## src/rtl/fnd_pkg.sv

```systemverilog
`default_nettype none
// ============================================================================
//  Module      : fnd_pkg
//  Description : Shared types and constants for the FND scan controller.
//                Holds the scan FSM state encoding, the active-high
//                7-segment glyph patterns {g,f,e,d,c,b,a} and the
//                hex_to_seg() lookup used by the hex decoder.
//  Revision    : 1.0 - initial release
// ============================================================================
package fnd_pkg;

  typedef enum logic [0:0] {
    ST_BLANK = 1'b0,
    ST_SHOW  = 1'b1
  } fnd_state_e;

  localparam logic [6:0] SEG_0   = 7'h3F;
  localparam logic [6:0] SEG_1   = 7'h06;
  localparam logic [6:0] SEG_2   = 7'h5B;
  localparam logic [6:0] SEG_3   = 7'h4F;
  localparam logic [6:0] SEG_4   = 7'h66;
  localparam logic [6:0] SEG_5   = 7'h6D;
  localparam logic [6:0] SEG_6   = 7'h7D;
  localparam logic [6:0] SEG_7   = 7'h07;
  localparam logic [6:0] SEG_8   = 7'h7F;
  localparam logic [6:0] SEG_9   = 7'h6F;
  localparam logic [6:0] SEG_A   = 7'h77;
  localparam logic [6:0] SEG_B   = 7'h7C;
  localparam logic [6:0] SEG_C   = 7'h39;
  localparam logic [6:0] SEG_D   = 7'h5E;
  localparam logic [6:0] SEG_E   = 7'h79;
  localparam logic [6:0] SEG_F   = 7'h71;
  localparam logic [6:0] SEG_OFF = 7'h00;

  function automatic logic [6:0] hex_to_seg(input logic [3:0] nibble);
    logic [6:0] seg;
    seg = SEG_OFF;
    case (nibble)
      4'h0: seg = SEG_0;
      4'h1: seg = SEG_1;
      4'h2: seg = SEG_2;
      4'h3: seg = SEG_3;
      4'h4: seg = SEG_4;
      4'h5: seg = SEG_5;
      4'h6: seg = SEG_6;
      4'h7: seg = SEG_7;
      4'h8: seg = SEG_8;
      4'h9: seg = SEG_9;
      4'hA: seg = SEG_A;
      4'hB: seg = SEG_B;
      4'hC: seg = SEG_C;
      4'hD: seg = SEG_D;
      4'hE: seg = SEG_E;
      4'hF: seg = SEG_F;
      default: seg = SEG_OFF;
    endcase
    return seg;
  endfunction

endpackage
`default_nettype wire

```

## src/rtl/fnd_hex_decoder.sv

```systemverilog
`default_nettype none
// ============================================================================
//  Module      : fnd_hex_decoder
//  Description : Combinational hex nibble to 7-segment decoder. Output is
//                the active-high pattern {g,f,e,d,c,b,a}; pin polarity is
//                applied by the caller.
//  Ports       : nibble_i [3:0] - hex digit
//                seg_o    [6:0] - active-high segment pattern
//  Revision    : 1.0 - initial release
// ============================================================================
module fnd_hex_decoder
  import fnd_pkg::*;
(
  input  logic [3:0] nibble_i,
  output logic [6:0] seg_o
);

  assign seg_o = hex_to_seg(nibble_i);

endmodule
`default_nettype wire

```

## src/rtl/fnd_scan_controller.sv

```systemverilog
`default_nettype none
// ============================================================================
//  Module      : fnd_scan_controller
//  Description : Time-multiplexed scan controller for a multi-digit 7-segment
//                display. One slot per sampled fnd_clk rise, with all
//                commons forced off for BLANK_CYCLES between slots. Digit
//                data is snapshotted at the start of each slot; blink phase
//                is applied live.
//  Ports       : clock_50m  - system clock (fnd_clk/blink_clk are sampled)
//                reset      - synchronous, active-high
//                fnd_clk    - scan-rate reference level
//                blink_clk  - blink phase level
//                digit_data - 4 bits per digit, digit i = [4i+3:4i]
//                digit_en   - per-digit lit enable
//                dp_in      - per-digit decimal point
//                blink_en   - per-digit blink enable (blank when phase low)
//                fnd_seg    - {g,f,e,d,c,b,a}, registered, pin polarity
//                fnd_dp     - decimal point, registered, pin polarity
//                fnd_com    - digit commons, registered, pin polarity
//                scan_idx   - current slot index
//                frame_done - one-cycle pulse as the last slot ends
//  Revision    : 1.0 - initial release
// ============================================================================
module fnd_scan_controller
  import fnd_pkg::*;
#(
  parameter int DIGITS       = 8,
  parameter int BLANK_CYCLES = 64,
  parameter int ACTIVE_LOW   = 1
) (
  input  logic                  clock_50m,
  input  logic                  reset,
  input  logic                  fnd_clk,
  input  logic                  blink_clk,
  input  logic [4*DIGITS-1:0]   digit_data,
  input  logic [DIGITS-1:0]     digit_en,
  input  logic [DIGITS-1:0]     dp_in,
  input  logic [DIGITS-1:0]     blink_en,
  output logic [6:0]            fnd_seg,
  output logic                  fnd_dp,
  output logic [DIGITS-1:0]     fnd_com,
  output logic [2:0]            scan_idx,
  output logic                  frame_done
);

  localparam int         CNT_W      = $clog2(BLANK_CYCLES + 1);
  localparam logic [CNT_W-1:0] c_cnt_last = CNT_W'(BLANK_CYCLES - 1);
  localparam logic [2:0] c_idx_last = 3'(DIGITS - 1);
  localparam logic       c_inv      = (ACTIVE_LOW != 0);

  // --------------------------------------------------------------------------
  // Input synchronisers
  // --------------------------------------------------------------------------
  logic fnd_s1_q, fnd_s2_q, fnd_s3_q;
  logic blk_s1_q, blk_s2_q;
  logic w_tick;

  always_ff @(posedge clock_50m) begin
    if (reset) begin
      fnd_s1_q <= 1'b0;
      fnd_s2_q <= 1'b0;
      fnd_s3_q <= 1'b0;
      blk_s1_q <= 1'b0;
      blk_s2_q <= 1'b0;
    end else begin
      fnd_s1_q <= fnd_clk;
      fnd_s2_q <= fnd_s1_q;
      fnd_s3_q <= fnd_s2_q;
      blk_s1_q <= blink_clk;
      blk_s2_q <= blk_s1_q;
    end
  end

  assign w_tick = fnd_s2_q & ~fnd_s3_q;

  // --------------------------------------------------------------------------
  // Scan FSM
  // --------------------------------------------------------------------------
  fnd_state_e       state_q, state_d;
  logic [CNT_W-1:0] cnt_q, cnt_d;
  logic [2:0]       idx_q, idx_d;
  logic             frame_q, frame_d;
  logic [3:0]       snap_nib_q, snap_nib_d;
  logic             snap_dp_q, snap_dp_d;
  logic             snap_en_q, snap_en_d;
  logic             snap_blink_q, snap_blink_d;

  always_ff @(posedge clock_50m) begin
    if (reset) begin
      state_q <= ST_BLANK;
    end else begin
      state_q <= state_d;
    end
  end

  always_comb begin
    state_d      = state_q;
    cnt_d        = cnt_q;
    idx_d        = idx_q;
    frame_d      = 1'b0;
    snap_nib_d   = snap_nib_q;
    snap_dp_d    = snap_dp_q;
    snap_en_d    = snap_en_q;
    snap_blink_d = snap_blink_q;

    case (state_q)
      ST_BLANK: begin
        // Ticks arriving here are dropped on purpose: queuing them would
        // shorten the next slot and make brightness uneven.
        if (cnt_q == c_cnt_last) begin
          snap_nib_d   = digit_data[{idx_q, 2'b00} +: 4];
          snap_dp_d    = dp_in[idx_q];
          snap_en_d    = digit_en[idx_q];
          snap_blink_d = blink_en[idx_q];
          cnt_d        = '0;
          state_d      = ST_SHOW;
        end else begin
          cnt_d = cnt_q + 1'b1;
        end
      end
      ST_SHOW: begin
        if (w_tick) begin
          idx_d   = (idx_q == c_idx_last) ? 3'd0 : idx_q + 3'd1;
          frame_d = (idx_q == c_idx_last);
          cnt_d   = '0;
          state_d = ST_BLANK;
        end
      end
      default: begin
        state_d = ST_BLANK;
        cnt_d   = '0;
      end
    endcase
  end

  always_ff @(posedge clock_50m) begin
    if (reset) begin
      cnt_q        <= '0;
      idx_q        <= 3'd0;
      frame_q      <= 1'b0;
      snap_nib_q   <= 4'd0;
      snap_dp_q    <= 1'b0;
      snap_en_q    <= 1'b0;
      snap_blink_q <= 1'b0;
    end else begin
      cnt_q        <= cnt_d;
      idx_q        <= idx_d;
      frame_q      <= frame_d;
      snap_nib_q   <= snap_nib_d;
      snap_dp_q    <= snap_dp_d;
      snap_en_q    <= snap_en_d;
      snap_blink_q <= snap_blink_d;
    end
  end

  // --------------------------------------------------------------------------
  // Output stage
  // --------------------------------------------------------------------------
  logic [6:0]        w_dec_seg;
  logic              w_lit;
  logic [DIGITS-1:0] w_com_act;
  logic [6:0]        w_seg_act;
  logic              w_dp_act;

  fnd_hex_decoder u_dec (
    .nibble_i (snap_nib_q),
    .seg_o    (w_dec_seg)
  );

  // Blink phase is taken live from the synchroniser, not from the snapshot,
  // so a phase change shows up mid-slot.
  assign w_lit = (state_q == ST_SHOW) && snap_en_q && !(snap_blink_q && !blk_s2_q);

  for (genvar gi = 0; gi < DIGITS; gi++) begin : g_com
    assign w_com_act[gi] = w_lit && (idx_q == 3'(gi));
  end

  assign w_seg_act = w_lit ? w_dec_seg : SEG_OFF;
  assign w_dp_act  = w_lit & snap_dp_q;

  logic [6:0]        seg_q;
  logic              dp_q;
  logic [DIGITS-1:0] com_q;

  always_ff @(posedge clock_50m) begin
    if (reset) begin
      seg_q <= {7{c_inv}};
      dp_q  <= c_inv;
      com_q <= {DIGITS{c_inv}};
    end else begin
      seg_q <= w_seg_act ^ {7{c_inv}};
      dp_q  <= w_dp_act ^ c_inv;
      com_q <= w_com_act ^ {DIGITS{c_inv}};
    end
  end

  assign fnd_seg    = seg_q;
  assign fnd_dp     = dp_q;
  assign fnd_com    = com_q;
  assign scan_idx   = idx_q;
  assign frame_done = frame_q;

endmodule
`default_nettype wire

```

## config.mk

```make
export PLATFORM = sky130hd
export DESIGN_NAME = fnd_scan_controller
export DESIGN_NICKNAME = d
export VERILOG_FILES = /design/src/rtl/fnd_pkg.sv /design/src/rtl/fnd_hex_decoder.sv /design/src/rtl/fnd_scan_controller.sv
export SDC_FILE = /design/constraint.sdc
export NUM_CORES = 1
export LEC_CHECK = 0
export BUFFER_PORTS_ARGS = -buffer_cell sky130_fd_sc_hd__clkbuf_2
export CORE_MARGIN = 5
export CORE_UTILIZATION = 50
export DETAILED_ROUTE_END_ITERATION = 7
export PLACE_DENSITY = 0.8
export SYNTH_ARGS = -nofsm -noshare
export SYNTH_HDL_FRONTEND = slang
export SYNTH_SLANG_ARGS = --single-unit
```

## constraint.sdc

```tcl
create_clock -name clock_50m -period 3.13 [get_ports clock_50m]
set_input_delay 0.1565 -clock clock_50m [delete_from_list [all_inputs] [get_ports clock_50m]]
set_output_delay 0.1565 -clock clock_50m [all_outputs]
set_load 0.02 [all_outputs]
```

==> impl_metrics.py <==
metrics = {
    "worst_setup_path": {
        "regToRegStartpoint": "cnt_q[0]$_SDFFE_PP0P_",
        "start_kind": "flip-flop",
        "crit_buf_inv": 1,
        "cp.required_ps": 3350,
        "slowest_stage": "a211oi_1",
        "crit_fanout": 5,
        "slowest_delay_ps": 600,
        "endpoint_kind": "flip-flop",
        "critPathTopFamily": "compound AO/OA/AOI/OAI gates",
        "reg2reg_slack_ps": 350,
        "criticalPathCategory": "reg2reg",
        "path_common_cell": "ha_1",
        "reg2reg_to": "u_dec.seg_o[6]$_DFF_P_",
        "r2r_cells": 9,
        "arrival_ps": 3010,
        "path_cells": "ha_1 -> and4_1 -> and2_1 -> nor2_1 -> a211oi_1 -> inv_1 -> ha_1 -> mux2_2 -> a2bb2oi_1",
    },
    "sta": {
        "clock_skew_ps": 7.50,
        "hold_violations": 0,
        "min_period_ps": 2780,
        "setup_tns_ps": 0,
        "max_freq_mhz": 359,
        "finalCritPeriodShare_pct": 88.9,
        "setup_viol": 0,
        "drv_slew": 0,
        "slew_headroom_pct": 53.2,
        "rsz0062_at_grt": "no",
        "worst_slew_pin_slew_ps": 698,
    },
    "logic_synthesis": {
        "synth-edff-count": 0,
        "ys_ff_latch": 47,
        "synth_area_per_cell_um2": 10.8,
        "netlist_area_um2": 2290,
        "syn_nets": 286,
        "yosysSeqAreaShare_pct": 41.2,
        "synth_cell_types": 42,
        "synthCells": 212,
        "synth-main-ff-cell": "dfxtp_1",
        "ys_warn_count": 0,
        "postSynth.asyncResetShare_pct": 0,
    },
    "global_route": {
        "grt_usage_pct": 17.0,
        "grt_max_degree": 28,
        "grt-ovfl-total": 0,
        "grt_first_pass_wirelength_um": 8400,
        "first_global_vias": 1881,
        "grt_antenna_before_repair": 0,
    },
    "finish": {
        "n_antenna_cell": 0,
        "stdcell_count": 342,
        "drive_gt1_share_pct": 40.7,
        "nets": 363,
        "syn_to_final_growth_pct": 23.5,
        "fillerInstances": 352,
    },
    "cts": {
        "clk_path_buf_depth": 2,
        "cts_resized": 0,
        "clkTransAtPathRegs_ps": 90,
        "cts_root_buf": "clkbuf_8",
        "insertion_delay_ps": 300,
        "cts_buffers": 5,
        "cts_sinks": 47,
        "cts_max_level": 2,
        "cts_hold_buf": 0,
        "cts_tree": "done",
        "post-cts-setup-buffers": 0,
    },
    "route": {
        "ant_nets": 0,
        "via_per_inst": 5.32,
        "route.detailed.drc": 0,
        "route.vias.total": 1819,
        "dr.pass1.iters": 4,
        "wire_per_inst_um": 14.4,
        "wirelength_um": 4930,
        "first_iter_violations": 95,
    },
    "floorplanning": {
        "chipWidth_um": 77.6,
        "fp.coreArea_um2": 4380,
        "die_area_um2": 6020,
        "fp.dieH_um": 77.6,
        "initial_core_util_pct": 52.1,
        "row_count": 24,
        "io_pins": 80,
    },
    "pwr": {
        "ir_worst_vdd_mv": 0.223,
        "leakagePower_nw": 1.18,
        "p_per_area_nw_per_um2": 398,
    },
    "hold_path": {
        "hp-class": "in2reg",
        "holdPathStages": 2,
        "hold_start": "fnd_clk",
        "hold_end": "fnd_s1_q$_SDFF_PP0_",
    },
    "placement": {
        "dp_hpwl_um": 3990,
        "port_buffers": 79,
        "place_inst": 334,
        "globalplace.congestion": 0.816,
    },
    "status": {
        "status": "finished, final reports clean",
    },
    "job": {
        "maxCapViolations": 0,
    },
}
## where the power goes
| part | leakage [nW] | switching [W] | internal [W] |
|---|---|---|---|
| clock | 0.0548 | 0.000204 | 0.000240 |
| combinational | 0.749 | 0.0000261 | 0.0000454 |
| sequential | 0.381 | 0.00000385 | 0.000603 |
## registers in the layout, indices dropped and copies added, names as in the netlist, 3 cells and up
register,count
fnd_com,8
cnt_q,7
fnd_seg,7
u_dec.seg_o,7
snap_nib_q,4
scan_idx,3
## area by class of cell
cell class / instances / area [um^2] / share of cell area [%]
clock buffer: 5 / 68.8 / 2.44
clock inverter: 3 / 46.3 / 1.64
inverter: 9 / 33.8 / 1.20
multi-input combinational: 141 / 1230 / 43.5
sequential: 47 / 941 / 33.3
tap: 52 / 65.1 / 2.30
timing repair buffer: 85 / 440 / 15.6
## kinds of logic after synthesis
group           Yosys count  share of synthesized area [%]
simple gates             64                           13.7
flops                    47                           41.2
compound gates           34                           11.2
mux                      27                           20.4
buf+inv                  24                           5.09
fa+ha+maj                14                           7.66
xor+xnor                  2                          0.766
## metal layers
layer | part of all wire [%] | vias up | global-route usage, %
met2 | 48 | 83 | 29.2
met1 | 43 | 818 | 20.5
met5 | 0 | - | 0
li1 | - | 910 | -
met3 | 6.7 | 8 | 4.17
met4 | 1.8 | 0 | 6.01
## synth_stat cells, types with 2 or more instances
library cell | count | area (um^2)
dfxtp_1 | 47 | 941
nand2_1 | 21 | 78.8
nor2_1 | 16 | 60.1
ha_1 | 14 | 175
mux4_2 | 14 | 315
a21oi_1 | 9 | 45.0
a211oi_1 | 8 | 60.1
inv_1 | 8 | 30.0
mux2i_1 | 8 | 80.1
buf_2 | 6 | 30.0
clkbuf_1 | 6 | 22.5
nor2b_1 | 6 | 37.5
nand3_1 | 5 | 25.0
nor3b_1 | 4 | 30.0
o21ai_0 | 4 | 20.0
a2bb2oi_1 | 3 | 26.3
a311oi_1 | 3 | 26.3
mux2_2 | 3 | 33.8
buf_6 | 2 | 22.5
nand2b_1 | 2 | 12.5
nor3_1 | 2 | 10.0
## worst register-to-register path, cell delays in order (launching register included)
cell	delay, ps
dfxtp_1	380
ha_1	220
and4_1	290
and2_1	200
nor2_1	70
a211oi_1	600
inv_1	230
ha_1	300
mux2_2	270
a2bb2oi_1	150
## worst max path at each step
stage	slack (ps)	startpoint	cells past startpoint	end
5_1_grt	100	state_q$_SDFF_PP0_	8	u_dec.seg_o[5]$_DFF_P_
3_3_place_gp	580	cnt_q[0]$_SDFFE_PP0P_	9	u_dec.seg_o[5]$_DFF_P_
3_5_place_dp	360	cnt_q[0]$_SDFFE_PP0P_	9	u_dec.seg_o[6]$_DFF_P_
2_1_floorplan	570	cnt_q[0]$_SDFFE_PP0P_	10	u_dec.seg_o[5]$_DFF_P_
6_report	350	cnt_q[0]$_SDFFE_PP0P_	9	u_dec.seg_o[6]$_DFF_P_
4_1_cts	330	cnt_q[0]$_SDFFE_PP0P_	9	u_dec.seg_o[6]$_DFF_P_
## cell usage in the layout (no fill, tap or decap), types with 2 or more instances in the layout
| cell type | netlist | layout |
|---|---|---|
| clkbuf_2 | 0 | 79 |
| dfxtp_1 | 47 | 47 |
| nand2_1 | 21 | 21 |
| nor2_1 | 16 | 16 |
| mux4_2 | 14 | 14 |
| ha_1 | 14 | 14 |
| a21oi_1 | 9 | 9 |
| inv_1 | 8 | 8 |
| mux2i_1 | 8 | 8 |
| a211oi_1 | 8 | 8 |
| nor2b_1 | 6 | 6 |
| buf_4 | 1 | 6 |
| nand3_1 | 5 | 5 |
| clkbuf_8 | 0 | 5 |
| nor3b_1 | 4 | 4 |
| o21ai_0 | 4 | 4 |
| mux2_2 | 3 | 3 |
| a2bb2oi_1 | 3 | 3 |
| a311oi_1 | 3 | 3 |
| nor3_1 | 2 | 2 |
| nand2b_1 | 2 | 2 |
## metrics by stage
step	setup WS, ps	hold slack (ps)	total power (W)	util [%]	area, um^2
floorplan	569	285	0.000652	-	2290
global placement	580	347	0.000691	61.8	2710
detailed placement	365	350	0.000693	61.8	2710
CTS	331	58.5	0.00113	64.4	2820
global route	96.5	70.1	0.00117	64.4	2820
finish	347	62.6	0.00112	64.4	2820
Power figures use the tool's default switching activity.
